<file path="config.mk">
export PLATFORM = sky130hd
export DESIGN_NAME = nibble_add_seq
export DESIGN_NICKNAME = d
export VERILOG_FILES = /design/src/rtl/nibble_add_seq.sv
export SDC_FILE = /design/constraint.sdc
export NUM_CORES = 1
export LEC_CHECK = 0
export ABC_AREA = 1
export CORE_AREA = 5 5 67 93
export DETAILED_ROUTE_END_ITERATION = 7
export DIE_AREA = 0 0 72 98
export PLACE_DENSITY = 0.89
export SLEW_MARGIN = 20
export SYNTH_ARGS = -nofsm -noshare
export SYNTH_HDL_FRONTEND = slang
export SYNTH_SLANG_ARGS = --single-unit
</file>
<file path="constraint.sdc">
create_clock -name Clk -period 2.1 [get_ports Clk]
set_input_delay 0.42 -clock Clk [delete_from_list [all_inputs] [get_ports Clk]]
set_output_delay 0.42 -clock Clk [all_outputs]
set_load 0.02 [all_outputs]
</file>
<file path="src/rtl/nibble_add_seq.sv">
// Purpose: W-bit add (or subtract when NIBBLE_ADD_SUB_EN is defined) one 4-bit slice per cycle through an external 4-bit adder.
// Latency: Done is high for one cycle, NIBBLES+1 edges after the edge that accepts Start; back-to-back period is NIBBLES+2 cycles.
// Backpressure: none; Start is only sampled in IDLE, and a Start seen in RUN or DONE is dropped, not queued.
module nibble_add_seq #(
    parameter int NIBBLES = 4
) (
    input  logic                 Clk,
    input  logic                 Rst_n,
    input  logic                 Start,
    input  logic [4*NIBBLES-1:0] A,
    input  logic [4*NIBBLES-1:0] B,
    input  logic                 C_in,
`ifdef NIBBLE_ADD_SUB_EN
    input  logic                 Sub,
`endif
    output logic                 Busy,
    output logic                 Done,
    output logic [4*NIBBLES-1:0] Sum,
    output logic                 C_out,
    output logic [3:0]           Add_X,
    output logic [3:0]           Add_Y,
    output logic                 Add_Ci,
    input  logic [3:0]           Add_S,
    input  logic                 Add_Co
);

    localparam int W  = 4 * NIBBLES;
    localparam int CW = (NIBBLES > 1) ? $clog2(NIBBLES) : 1;
    localparam logic [CW-1:0] LAST_SLICE = CW'(NIBBLES - 1);

    typedef enum logic [1:0] {
        ST_IDLE = 2'd0,
        ST_RUN  = 2'd1,
        ST_DONE = 2'd2
    } state_t;

    state_t          state_q;
    logic [CW-1:0]   cnt_q;
    logic            carry_q;
    logic [W-1:0]    a_q;
    logic [W-1:0]    b_q;
    logic [W-1:0]    sum_q;
    logic            c_out_q;
    logic            busy_q;
    logic            done_q;

    // Operand B and carry as they are captured; subtraction is A + ~B + 1.
    logic [W-1:0]    b_capt;
    logic            ci_capt;

`ifdef NIBBLE_ADD_SUB_EN
    assign b_capt  = Sub ? ~B : B;
    assign ci_capt = Sub ? 1'b1 : C_in;
`else
    assign b_capt  = B;
    assign ci_capt = C_in;
`endif

    logic [3:0] slice_x;
    logic [3:0] slice_y;

    // Select slice k of the captured operands for the external adder.
    always_comb begin
        slice_x = 4'h0;
        slice_y = 4'h0;
        for (int i = 0; i < NIBBLES; i++) begin
            if (cnt_q == CW'(i)) begin
                slice_x = a_q[4*i +: 4];
                slice_y = b_q[4*i +: 4];
            end
        end
    end

    // Adder inputs are only live in RUN so the adder sees zeros when idle or reporting.
    assign Add_X  = (state_q == ST_RUN) ? slice_x : 4'h0;
    assign Add_Y  = (state_q == ST_RUN) ? slice_y : 4'h0;
    assign Add_Ci = (state_q == ST_RUN) ? carry_q : 1'b0;

    assign Busy  = busy_q;
    assign Done  = done_q;
    assign Sum   = sum_q;
    assign C_out = c_out_q;

    // Control FSM plus datapath registers: capture, per-slice accumulate, one-cycle Done.
    always_ff @(posedge Clk or negedge Rst_n) begin
        if (!Rst_n) begin
            state_q <= ST_IDLE;
            cnt_q   <= '0;
            carry_q <= 1'b0;
            a_q     <= '0;
            b_q     <= '0;
            sum_q   <= '0;
            c_out_q <= 1'b0;
            busy_q  <= 1'b0;
            done_q  <= 1'b0;
        end else begin
            case (state_q)
                ST_IDLE: begin
                    done_q <= 1'b0;
                    if (Start) begin
                        a_q     <= A;
                        b_q     <= b_capt;
                        carry_q <= ci_capt;
                        cnt_q   <= '0;
                        sum_q   <= '0;
                        c_out_q <= 1'b0;
                        busy_q  <= 1'b1;
                        state_q <= ST_RUN;
                    end
                end
                ST_RUN: begin
                    for (int i = 0; i < NIBBLES; i++) begin
                        if (cnt_q == CW'(i)) begin
                            sum_q[4*i +: 4] <= Add_S;
                        end
                    end
                    carry_q <= Add_Co;
                    if (cnt_q == LAST_SLICE) begin
                        cnt_q   <= '0;
                        c_out_q <= Add_Co;
                        busy_q  <= 1'b0;
                        done_q  <= 1'b1;
                        state_q <= ST_DONE;
                    end else begin
                        cnt_q <= cnt_q + CW'(1);
                    end
                end
                ST_DONE: begin
                    done_q  <= 1'b0;
                    state_q <= ST_IDLE;
                end
                default: begin
                    busy_q  <= 1'b0;
                    done_q  <= 1'b0;
                    state_q <= ST_IDLE;
                end
            endcase
        end
    end

endmodule

</file>
==> impl_metrics.csv, run 1 <==
group,metric,value,unit
synthesis,yosysTopAreaCell,"dfrtp_1",
grt,grt_pass1_vias,2331,
layout,post_route_cells_drive_above_1_share,0.158,
grt,antenna_found_initial,0,
timing,slew_headroom,0.597,
timing,slew_viol_final,0,
timing,rsz0062_at_grt,"yes",
timing,layout_setup_ws,0.0689,ns
layout,area_growth,38.5,%
placed_design,gp_congestion,0.862,
die,rows,32,
timing,setup-tns-final,0,ns
synthesis,syn_nets,381,
pwr,p_per_area,1490,mW/mm2
timing,min_period,2.03,ns
setup_path,worstPathRequired,1.68,ns
synthesis,synthCells,336,
worst_hold_path,hold_path.class,"in2async",
clocking,root_buffer,"clkbuf_8",
synthesis,synth_top_area_frac,0.534,
setup_path,slowest_delay,0.45,ns
drt,drtIter0Drc,113,
layout,multi_input_area,0.00116,mm2
drt,vias,2422,
synthesis,yosysMostFrequentCell,"nand2_1",
layout,fillerInstances,440,
setup_path,cp_slowest_cell,"dfrtp_2",
timing,fin_skew,0.00666,ns
timing,hold_ws,0.102,ns
clocking,cts_buffers,5,
status,status,"finished, final reports clean",
clocking,clkSinkCount,56,
drt,avgViaCountPerCell,4.92,
drt,drt_wl_total,6600,um
die,die_w,72,um
synthesis,synthSimpleGateAreaFrac,0.361,
placed_design,port_buffers,68,
timing,setup_viol,0,
setup_path,cp-startpoint,"cnt_q[1]",
layout,finalNetCount,468,
setup_path,startpoint_type,"flip-flop",
die,core-area,0.00537,mm2
setup_path,crit_path_cell_trace,"inv_4 -> ha_4 -> buf_4 -> a21oi_2 -> nand2_1 -> nand2_1 -> nand2_1 -> buf_2",
die,io-pin-count,69,
pwr,p_leak,1.94,nW
setup_path,critPathArrivalTime,1.61,ns
setup_path,cp-end-kind,"output pin",
setup_path,timing.rr.start,"state_q[0]",
layout,fin_cells,492,
grt,overflow,0,
layout,antenna_cells,0,
flow_run,drv_cap,0,
synthesis,yosys_warnings,0,
grt,track_usage,0.189,
synthesis,synth_cell_types,17,
setup_path,crit_top_cell,"nand2_1",
timing,fin_crit_sh,0.967,
pwr,ir_worst_vdd,851,uV
drt,firstDrtPassIters,4,
die,die_h,98,um
clocking,ctsLongestPathBuffers,2,
placed_design,postPlaceCellArea,0.00346,mm2
synthesis,yosys-top-cells-area,"dfrtp_1 53%, nand2_1 27%, nand3_1 3.4%",
drt,drc,0,
clocking,h-tree-depth,2,
clocking,holdBufCountCts,0,
synthesis,async_reset_ff_frac,1.00,
setup_path,timing_worst_setup_path_type,"reg2out",
synthesis,synth_edf_count,0,
synthesis,synthesis.area,0.00263,mm2
layout,utilization,0.677,
layout,regArea,0.00140,mm2
layout,fin_area,0.00363,mm2
synthesis,synth_ff_type,"dfrtp_1",
die,dieArea,0.00706,mm2
synthesis,synth-compound-area-share,0.0267,
clocking,clk_pin_slew,0.09,ns
timing,tightest_slew,0.605,ns
pwr,finalPower,5.43,mW
placed_design,hpwl,4840,um
setup_path,crit_fanout,4,
die,initial_utilization,0.489,
synthesis,yosysSeqAreaShare,0.534,
clocking,cts_tree,"done",
drt,antenna_left,0,
synthesis,synthMuxAreaShare,0,
grt,grt_pass1_wl,10500,um
synthesis,yosys-top-cells-count,"186 x nand2_1, 56 x dfrtp_1, 23 x nor2_1, 18 x nand3_1, 12 x a21oi_1",
synthesis,syn_area_per_cell,7.81,um2
timing,hold_violations,0,
grt,grt_max_degree,34,
drt,detail_route.wl_per_cell,13.4,um
clocking,insertion_delay,0.31,ns
synthesis,ys_ff_latch,56,
placed_design,place_ws,-0.112,ns
synthesis,synth_fa_ha_area_frac,0.0191,
synthesis,synth_top_family_by_area,"simple AND/OR/NAND/NOR gates",
placed_design,dp.cells,481,
timing,fmax,492,MHz
synthesis,synth_xor_area_frac,0,
-- worst max-delay path: cells and delay by family, from the launching register on --
| kind | cells | cell delay [ns] |
|---|---|---|
| buf+inv | 3 | 0.37 |
| flops | 1 | 0.45 |
| simple gates | 3 | 0.16 |
| compound gates | 1 | 0.14 |
| fa+ha+maj | 1 | 0.18 |
-- cells by family after synthesis --
| family | Yosys count |
|---|---|
| simple gates | 234 |
| fa+ha+maj | 4 |
| flops | 56 |
| compound gates | 14 |
| buf+inv | 28 |
-- report_power, final --
group	internal [mW]	switching (mW)
clock	0.270	0.328
combinational	1.23	1.70
sequential	1.56	0.345
-- flip-flops by register name, indices dropped and copies added, names as in the netlist --
name,cells
Done,1
Sum,16
Busy,1
carry_q,1
cnt_q,2
a_q,16
state_q,2
b_q,16
C_out,1
-- metal layers --
| metal | wire, um | GRT usage | part of all wire | up-vias |
|---|---|---|---|---|
| li1 | - | - | - | 1206 |
| met1 | 2470 | 0.205 | 0.37 | 1108 |
| met2 | 3620 | 0.346 | 0.55 | 91 |
| met3 | 387 | 0.0371 | 0.059 | 17 |
| met4 | 121 | 0.0796 | 0.018 | 0 |
| met5 | 0 | 0 | 0 | - |
-- repair_timing --
action | CTS | global route
setup endpoints to repair | 8 | 8
cloned | 0 | 1
pin swaps | 0 | 1
setup buffers | 1 | 1
resized for setup | 36 | 26
-- final timing paths --
| path | to | slack (ns) | depth (start not counted) |
|---|---|---|---|
| min in group Clk | Sum[9] | 0.48 | 2 |
| min reg2reg | Sum[9] | 0.48 | 2 |
| min | Sum[15] | 0.10 | 1 |
| max in group asynchronous | b_q[6] | 1.42 | 2 |
| max reg2reg | b_q[15] | 0.57 | 6 |
| max | Add_Y[2] | 0.07 | 8 |
-- cell type report --
| class | count | share of cell area |
|---|---|---|
| flip-flops and latches | 56 | 0.386 |
| multi-input cells | 253 | 0.318 |
| repair buffers | 90 | 0.226 |
| clock buffers | 8 | 0.0248 |
| well taps | 68 | 0.0234 |
| inverters | 17 | 0.0217 |
-- cell usage in the layout (no fill, tap or decap), types with 2 or more instances in the layout --
master           instances
a21oi_1                  7
a21oi_2                  5
buf_2                    7
buf_4                   22
clkbuf_1                 2
clkbuf_8                 6
clkdlybuf4s50_1         58
dfrtp_1                 54
dfrtp_2                  2
ha_4                     3
inv_1                    8
inv_2                    3
inv_4                    6
nand2_1                185
nand2_2                  2
nand2_4                  3
nand3_1                 18
nand3_4                  2
nor2_1                  22
nor2_4                   2
o21ai_0                  2
Note: power is estimated with default switching activity, not from simulation.
==> run 2: changes to the inputs <==
--- a/config.mk
+++ b/config.mk
@@ -6,11 +6,10 @@
 export NUM_CORES = 1
 export LEC_CHECK = 0
 export ABC_AREA = 1
-export CORE_AREA = 5 5 67 93
+export CORE_AREA = 2 2 77 108
 export DETAILED_ROUTE_END_ITERATION = 7
-export DIE_AREA = 0 0 72 98
-export PLACE_DENSITY = 0.89
-export SLEW_MARGIN = 20
+export DIE_AREA = 0 0 79 110
+export PLACE_DENSITY = 0.66
 export SYNTH_ARGS = -nofsm -noshare
 export SYNTH_HDL_FRONTEND = slang
 export SYNTH_SLANG_ARGS = --single-unit
==> run 2 against run 1 <==
Final cell count is 5.3% higher. Sequential share of layout area is 0.34 points lower. Combinational power is 3% lower. Maximum frequency hardly changed. Power is 0.40% lower. Critical path depth stayed put. Non-clock buffer count is 6 lower. Sequential cell count stayed put. Clock power is 21% higher. Via count is 4.0% lower. Cell area is 0.79% higher. Largest power group unchanged. Highest routed layer unchanged.
==> impl_metrics.csv, run 2 (synthesized netlist as in run 1, its figures left out) <==
group,metric,value,unit
status,status,"finished, final reports clean",
pwr,p_per_area,1480,mW/mm2
grt,grt_pass1_vias,2272,
layout,post_route_cells_drive_above_1_share,0.153,
grt,track_usage,0.154,
drt,drc,0,
pwr,finalPower,5.41,mW
setup_path,timing_worst_setup_path_type,"reg2out",
setup_path,slowest_delay,0.43,ns
setup_path,reg2reg_to,"a_q[6]",
die,die_h,110,um
drt,drtIter0Drc,131,
pwr,p_leak,1.93,nW
timing,min_period,2.03,ns
timing,setup_viol,0,
flow_run,drv_cap,0,
die,initial_utilization,0.341,
timing,fin_crit_sh,0.967,
pwr,intPower,3.11,mW
drt,firstDrtPassIters,4,
die,die_w,79,um
setup_path,critPathArrivalTime,1.61,ns
setup_path,startpoint_type,"flip-flop",
pwr,power_switching,2.30,mW
setup_path,r2r_slack,0.50,ns
worst_hold_path,hold_path.class,"in2async",
timing,slew_headroom,0.751,
clocking,holdBufCountCts,0,
setup_path,cp-end-kind,"output pin",
setup_path,worstSetupPathDepth,8,
drt,vias,2326,
setup_path,worstPathRequired,1.68,ns
setup_path,crit_fanout,4,
clocking,root_buffer,"clkbuf_8",
setup_path,timing.rr.start,"state_q[0]",
pwr,clockPowerShare,0.134,
timing,fmax,492,MHz
setup_path,crit_path_cell_trace,"inv_2 -> ha_4 -> buf_4 -> a21oi_2 -> nand2_1 -> nand2_1 -> nand2_1 -> buf_4",
layout,final_cell_mix,"186 x nand2_1, 58 x clkdlybuf4s50_1, 55 x dfrtp_1",
timing,fin_skew,0.0109,ns
die,io-pin-count,69,
drt,avgViaCountPerCell,4.49,
pwr,sw_frac_of_total,0.426,
die,rows,38,
placed_design,hpwl,4530,um
grt,antenna_found_initial,0,
die,core-area,0.00770,mm2
timing,rsz0062_at_grt,"yes",
setup_path,crit_family,"flip-flops",
drt,detail_route.wl_per_cell,12.2,um
grt,grt_pass1_wl,10600,um
grt,grt_max_degree,57,
drt,antenna_left,0,
layout,area_growth,39.6,%
clocking,insertion_delay,0.31,ns
layout,finalNetCount,462,
clocking,h-tree-depth,2,
clocking,clk_pin_slew,0.10,ns
clocking,cts_buffers,5,
placed_design,place_ws,-0.143,ns
clocking,ctsLongestPathBuffers,2,
grt,overflow,0,
layout,final_common_cell,"nand2_1",
drt,drt_wl_total,6300,um
die,dieArea,0.00869,mm2
setup_path,cp-startpoint,"cnt_q[1]",
timing,layout_setup_ws,0.0691,ns
setup_path,cp_slowest_cell,"dfrtp_1",
setup_path,crit_top_cell,"nand2_1",
clocking,cts_tree,"done",
pwr,p_seq_frac,0.344,
layout,antenna_cells,0,
setup_path,r2r_cells,6,
timing,slew_viol_final,0,
placed_design,gp_congestion,0.831,
clocking,clkSinkCount,56,
pwr,ir_worst_vdd,502,uV
timing,hold_violations,0,
placed_design,port_buffers,68,
pwr,comb_power_share,0.522,
timing,tightest_slew,0.373,ns
setup_path,critPathBufInv,3,
setup_path,crit_path_end,"Add_X[0]",
[run 2: worst min-delay path by stage]
| stage | startpoint | end | slack [ns] | cells after the start |
|---|---|---|---|---|
| floorplan | Rst_n | Busy | 0.12 | 0 |
| finish | Rst_n | a_q[11] | 0.09 | 2 |
| global route | Rst_n | a_q[11] | 0.11 | 2 |
| global placement | Rst_n | a_q[15] | 0.44 | 2 |
| CTS | Rst_n | a_q[11] | 0.10 | 2 |
| detailed placement | Rst_n | a_q[15] | 0.44 | 2 |
[run 2: final cells by class]
cell class	instances	area (um2)
fillers	822	4040
flip-flops and latches	56	1400
multi-input cells	253	1140
repair buffers	84	793
well taps	100	125
clock buffers	6	82.6
inverters	17	76.3
clock inverters	2	38.8
[run 2: per-layer routing]
layer	part of all wire	global-route usage	wire, um
met1	0.41	0.192	2550
met2	0.53	0.279	3360
met3	0.039	0.0187	248
met4	0.023	0.0493	142
met5	0	0	0
[run 2: repair_timing]
item / in CTS / in global routing
resized for setup: 36 / 27
endpoints found under the setup margin: 9 / 8
gates cloned: 0 / 1
buffers inserted: 1 / 0
[run 2: power groups by stage]
stage | sequential, mW | clock [mW] | combinational (mW)
floorplan | 1.94 | 0 | 1.57
global placement | 1.83 | 0 | 2.71
detailed placement | 1.83 | 0 | 2.77
CTS | 1.82 | 0.753 | 2.68
global route | 1.92 | 0.806 | 3.19
finish | 1.86 | 0.724 | 2.83
[run 2: through the flow]
stage / instances / TNS, ns / cell area (um2) / utilization / hold WS [ns]
after floorplan: 336 / 0 / 2630 / - / 0.124
after global placement: 508 / -0.617 / 3470 / 0.451 / 0.444
after detailed placement: 508 / -1.00 / 3470 / 0.451 / 0.444
after CTS: 517 / 0 / 3570 / 0.464 / 0.101
after global routing: 518 / -0.0441 / 3660 / 0.476 / 0.107
final: 518 / 0 / 3660 / 0.476 / 0.0859
==> run 3: changes to the inputs <==
==> config.mk (replaced) <==
export PLATFORM = sky130hd
export DESIGN_NAME = nibble_add_seq
export DESIGN_NICKNAME = d
export VERILOG_FILES = /design/src/rtl/nibble_add_seq.sv
export SDC_FILE = /design/constraint.sdc
export NUM_CORES = 1
export LEC_CHECK = 0
export CORE_AREA = 2 2 81 103
export DETAILED_ROUTE_END_ITERATION = 7
export DIE_AREA = 0 0 83 105
export PLACE_DENSITY = 0.67
export SYNTH_ARGS = -nofsm -noshare
export SYNTH_HDL_FRONTEND = slang
export SYNTH_SLANG_ARGS = --single-unit
==> run 3 against run 2 <==
The run now ends with negative setup slack left. Wire length increased by 0.49%. Synthesized cell count decreased by 34%. Final cell count decreased by 21%. Area after synthesis increased by 1.2%. Die area increased by 0.29%. Critical path depth decreased by 1. Count of clock-buffer cells in the layout unchanged. Clock skew decreased by 0.0042 ns. First-iteration DRC count decreased by 32%. Register-to-register slack improved by 0.05 ns. Largest cell class unchanged.
==> impl_metrics.csv, run 3 <==
group,metric,value,unit
status,status,"finished, violations left",
status,violations,"negative setup slack",
pwr,clockPowerShare,0.105,
timing,slew_headroom,0.599,
grt,antenna_found_initial,0,
synthesis,yosysSeqAreaShare,0.527,
die,rows,36,
pwr,ir_worst_vdd,737,uV
layout,utilization,0.503,
worst_hold_path,hold_path.class,"in2async",
setup_path,cp-end-kind,"output pin",
synthesis,synth_edf_count,0,
die,die_w,83,um
flow_run,drv_cap,0,
pwr,comb_power_share,0.563,
synthesis,yosysMostFrequentCell,"dfrtp_1",
die,core-area,0.00770,mm2
drt,drc,0,
setup_path,startpoint_type,"flip-flop",
setup_path,slowest_delay,0.40,ns
pwr,p_per_area,1520,mW/mm2
drt,avgViaCountPerCell,5.08,
die,initial_utilization,0.345,
timing,layout_setup_ws,-0.162,ns
die,io-pin-count,69,
die,die_h,105,um
synthesis,yosys-top-cells-count,"56 x dfrtp_1, 30 x mux2_2, 20 x nand2_1, 19 x o21ai_0, 16 x mux2i_1",
clocking,h-tree-depth,2,
pwr,sw_frac_of_total,0.388,
placed_design,gp_congestion,0.766,
clocking,insertion_delay,0.31,ns
grt,overflow,0,
layout,fillerInstances,700,
synthesis,synthCells,222,
placed_design,postPlaceCellArea,0.00363,mm2
placed_design,hpwl,4500,um
clocking,cts_tree,"done",
timing,min_period,2.26,ns
clocking,cts_buffers,5,
synthesis,syn_nets,267,
clocking,clk_pin_slew,0.10,ns
synthesis,ys_ff_latch,56,
setup_path,critPathBufInv,3,
pwr,intPower,3.61,mW
synthesis,synth_ff_type,"dfrtp_1",
drt,drt_wl_total,6330,um
placed_design,place_ws,-0.333,ns
setup_path,crit_family,"buffers and inverters",
timing,setup_viol,8,
placed_design,port_buffers,68,
grt,track_usage,0.148,
synthesis,async_reset_ff_frac,1.00,
pwr,p_seq_frac,0.331,
grt,grt_max_degree,33,
setup_path,worstPathRequired,1.68,ns
timing,fin_skew,0.00665,ns
layout,antenna_cells,0,
clocking,clkSinkCount,56,
grt,grt_pass1_wl,10500,um
layout,post_route_cells_drive_above_1_share,0.348,
timing,fmax,442,MHz
drt,vias,2073,
setup_path,timing_worst_setup_path_type,"reg2out",
synthesis,synthesis.area,0.00266,mm2
layout,finalNetCount,357,
drt,antenna_left,0,
layout,final_common_cell,"clkdlybuf4s50_1",
timing,tightest_slew,0.601,ns
drt,firstDrtPassIters,4,
layout,fin_area,0.00387,mm2
synthesis,synth_top_area_frac,0.527,
layout,multi_input_area,0.00131,mm2
setup_path,crit_path_cell_trace,"inv_2 -> ha_4 -> and2b_2 -> buf_6 -> a221oi_2 -> o41ai_2 -> buf_4",
timing,hold_violations,0,
synthesis,yosys_warnings,0,
timing,rsz0062_at_grt,"yes",
synthesis,syn_area_per_cell,12.0,um2
drt,drtIter0Drc,89,
grt,grt_pass1_vias,2117,
die,dieArea,0.00872,mm2
pwr,p_leak,1.63,nW
timing,slew_viol_final,0,
setup_path,cp_slowest_cell,"dfrtp_1",
synthesis,yosysTopAreaCell,"dfrtp_1",
setup_path,crit_fanout,5,
layout,final_cell_mix,"58 x clkdlybuf4s50_1, 55 x dfrtp_1, 30 x mux2_2",
setup_path,timing.rr.start,"state_q[1]",
clocking,ctsLongestPathBuffers,2,
setup_path,critPathArrivalTime,1.84,ns
pwr,power_switching,2.29,mW
layout,area_growth,45.8,%
timing,setup-tns-final,-1.13,ns
drt,detail_route.wl_per_cell,15.5,um
layout,regArea,0.00140,mm2
clocking,root_buffer,"clkbuf_8",
setup_path,cp-startpoint,"cnt_q[1]",
synthesis,synth_cell_types,32,
timing,fin_crit_sh,1.08,
synthesis,yosys-top-cells-area,"dfrtp_1 53%, mux2_2 13%, mux2i_1 6.0%",
run 3: cell count changes after synthesis, moves of 9 or more:
cell / before / now
mux2_2: 0 / 30
nor2b_1: 0 / 10
o21ai_0: 2 / 19
a21oi_1: 12 / 3
nand3_1: 18 / 7
nand2_1: 186 / 20
mux2i_1: 0 / 16
nor2_1: 23 / 3
run 3: path summary, 6_finish.rpt:
check	to	slack (ns)	depth (start not counted)
max in group asynchronous	b_q[5]	1.42	2
min reg2reg	Sum[2]	0.52	2
max	Add_X[1]	-0.16	7
max reg2reg	a_q[15]	0.55	5
min in group Clk	Sum[2]	0.52	2
min	Sum[7]	0.10	1
run 3: worst reg2reg max path, cell delays in order (launching register included):
cell and delay [ns]:
dfrtp_1 0.40, buf_4 0.17, nand2b_4 0.16, nor2_4 0.12, buf_12 0.21, mux2_2 0.39
run 3: cell families (layout without fill, tap and decap cells):
logic type,Yosys count,after routing,share of synthesized area
and+or+nand+nor,51,51,0.102
adders and majority gates,4,4,0.0188
buffers and inverters,19,110,0.0419
AOI/OAI and AO/OA,44,44,0.111
muxes,48,48,0.199
DFF,56,56,0.527
run 3: per-layer routing:
layer / wire [um] / vias to the layer above / global-route usage
met5: 0 / - / 0
met4: 102 / 0 / 0.0433
met3: 273 / 7 / 0.0292
met2: 3190 / 66 / 0.257
met1: 2760 / 1025 / 0.187
li1: - / 975 / -
run 3: cell type report:
class	instances	area share
clock buffer	6	0.0213
clock inverter	2	0.00388
inverter	4	0.00388
multi-input combinational	147	0.338
sequential	56	0.362
tap	95	0.0307
timing repair buffer	98	0.241
run 3: stage by stage:
step | hold slack [ns] | instances | total power [mW]
3_3_place_gp | 0.450 | 395 | 4.99
5_1_grt | 0.130 | 408 | 6.27
2_1_floorplan | 0.124 | 222 | 3.77
4_1_cts | 0.117 | 408 | 5.93
6_report | 0.103 | 408 | 5.89
3_5_place_dp | 0.465 | 395 | 5.06
run 3: repair_timing:
item	CTS	global route
cloned	1	0
hold buffers	0	0
resized for setup	74	4
pin swaps	15	4
setup buffers	4	0
endpoints found under the setup margin	9	8
run 3: power groups by stage:
stage,sequential [mW],clock (mW),combinational [mW]
detailed placement,1.93,0,3.13
global placement,1.92,0,3.07
CTS,1.96,0.637,3.33
finish,1.95,0.621,3.32
floorplan,2.04,0,1.73
global route,2.03,0.674,3.57
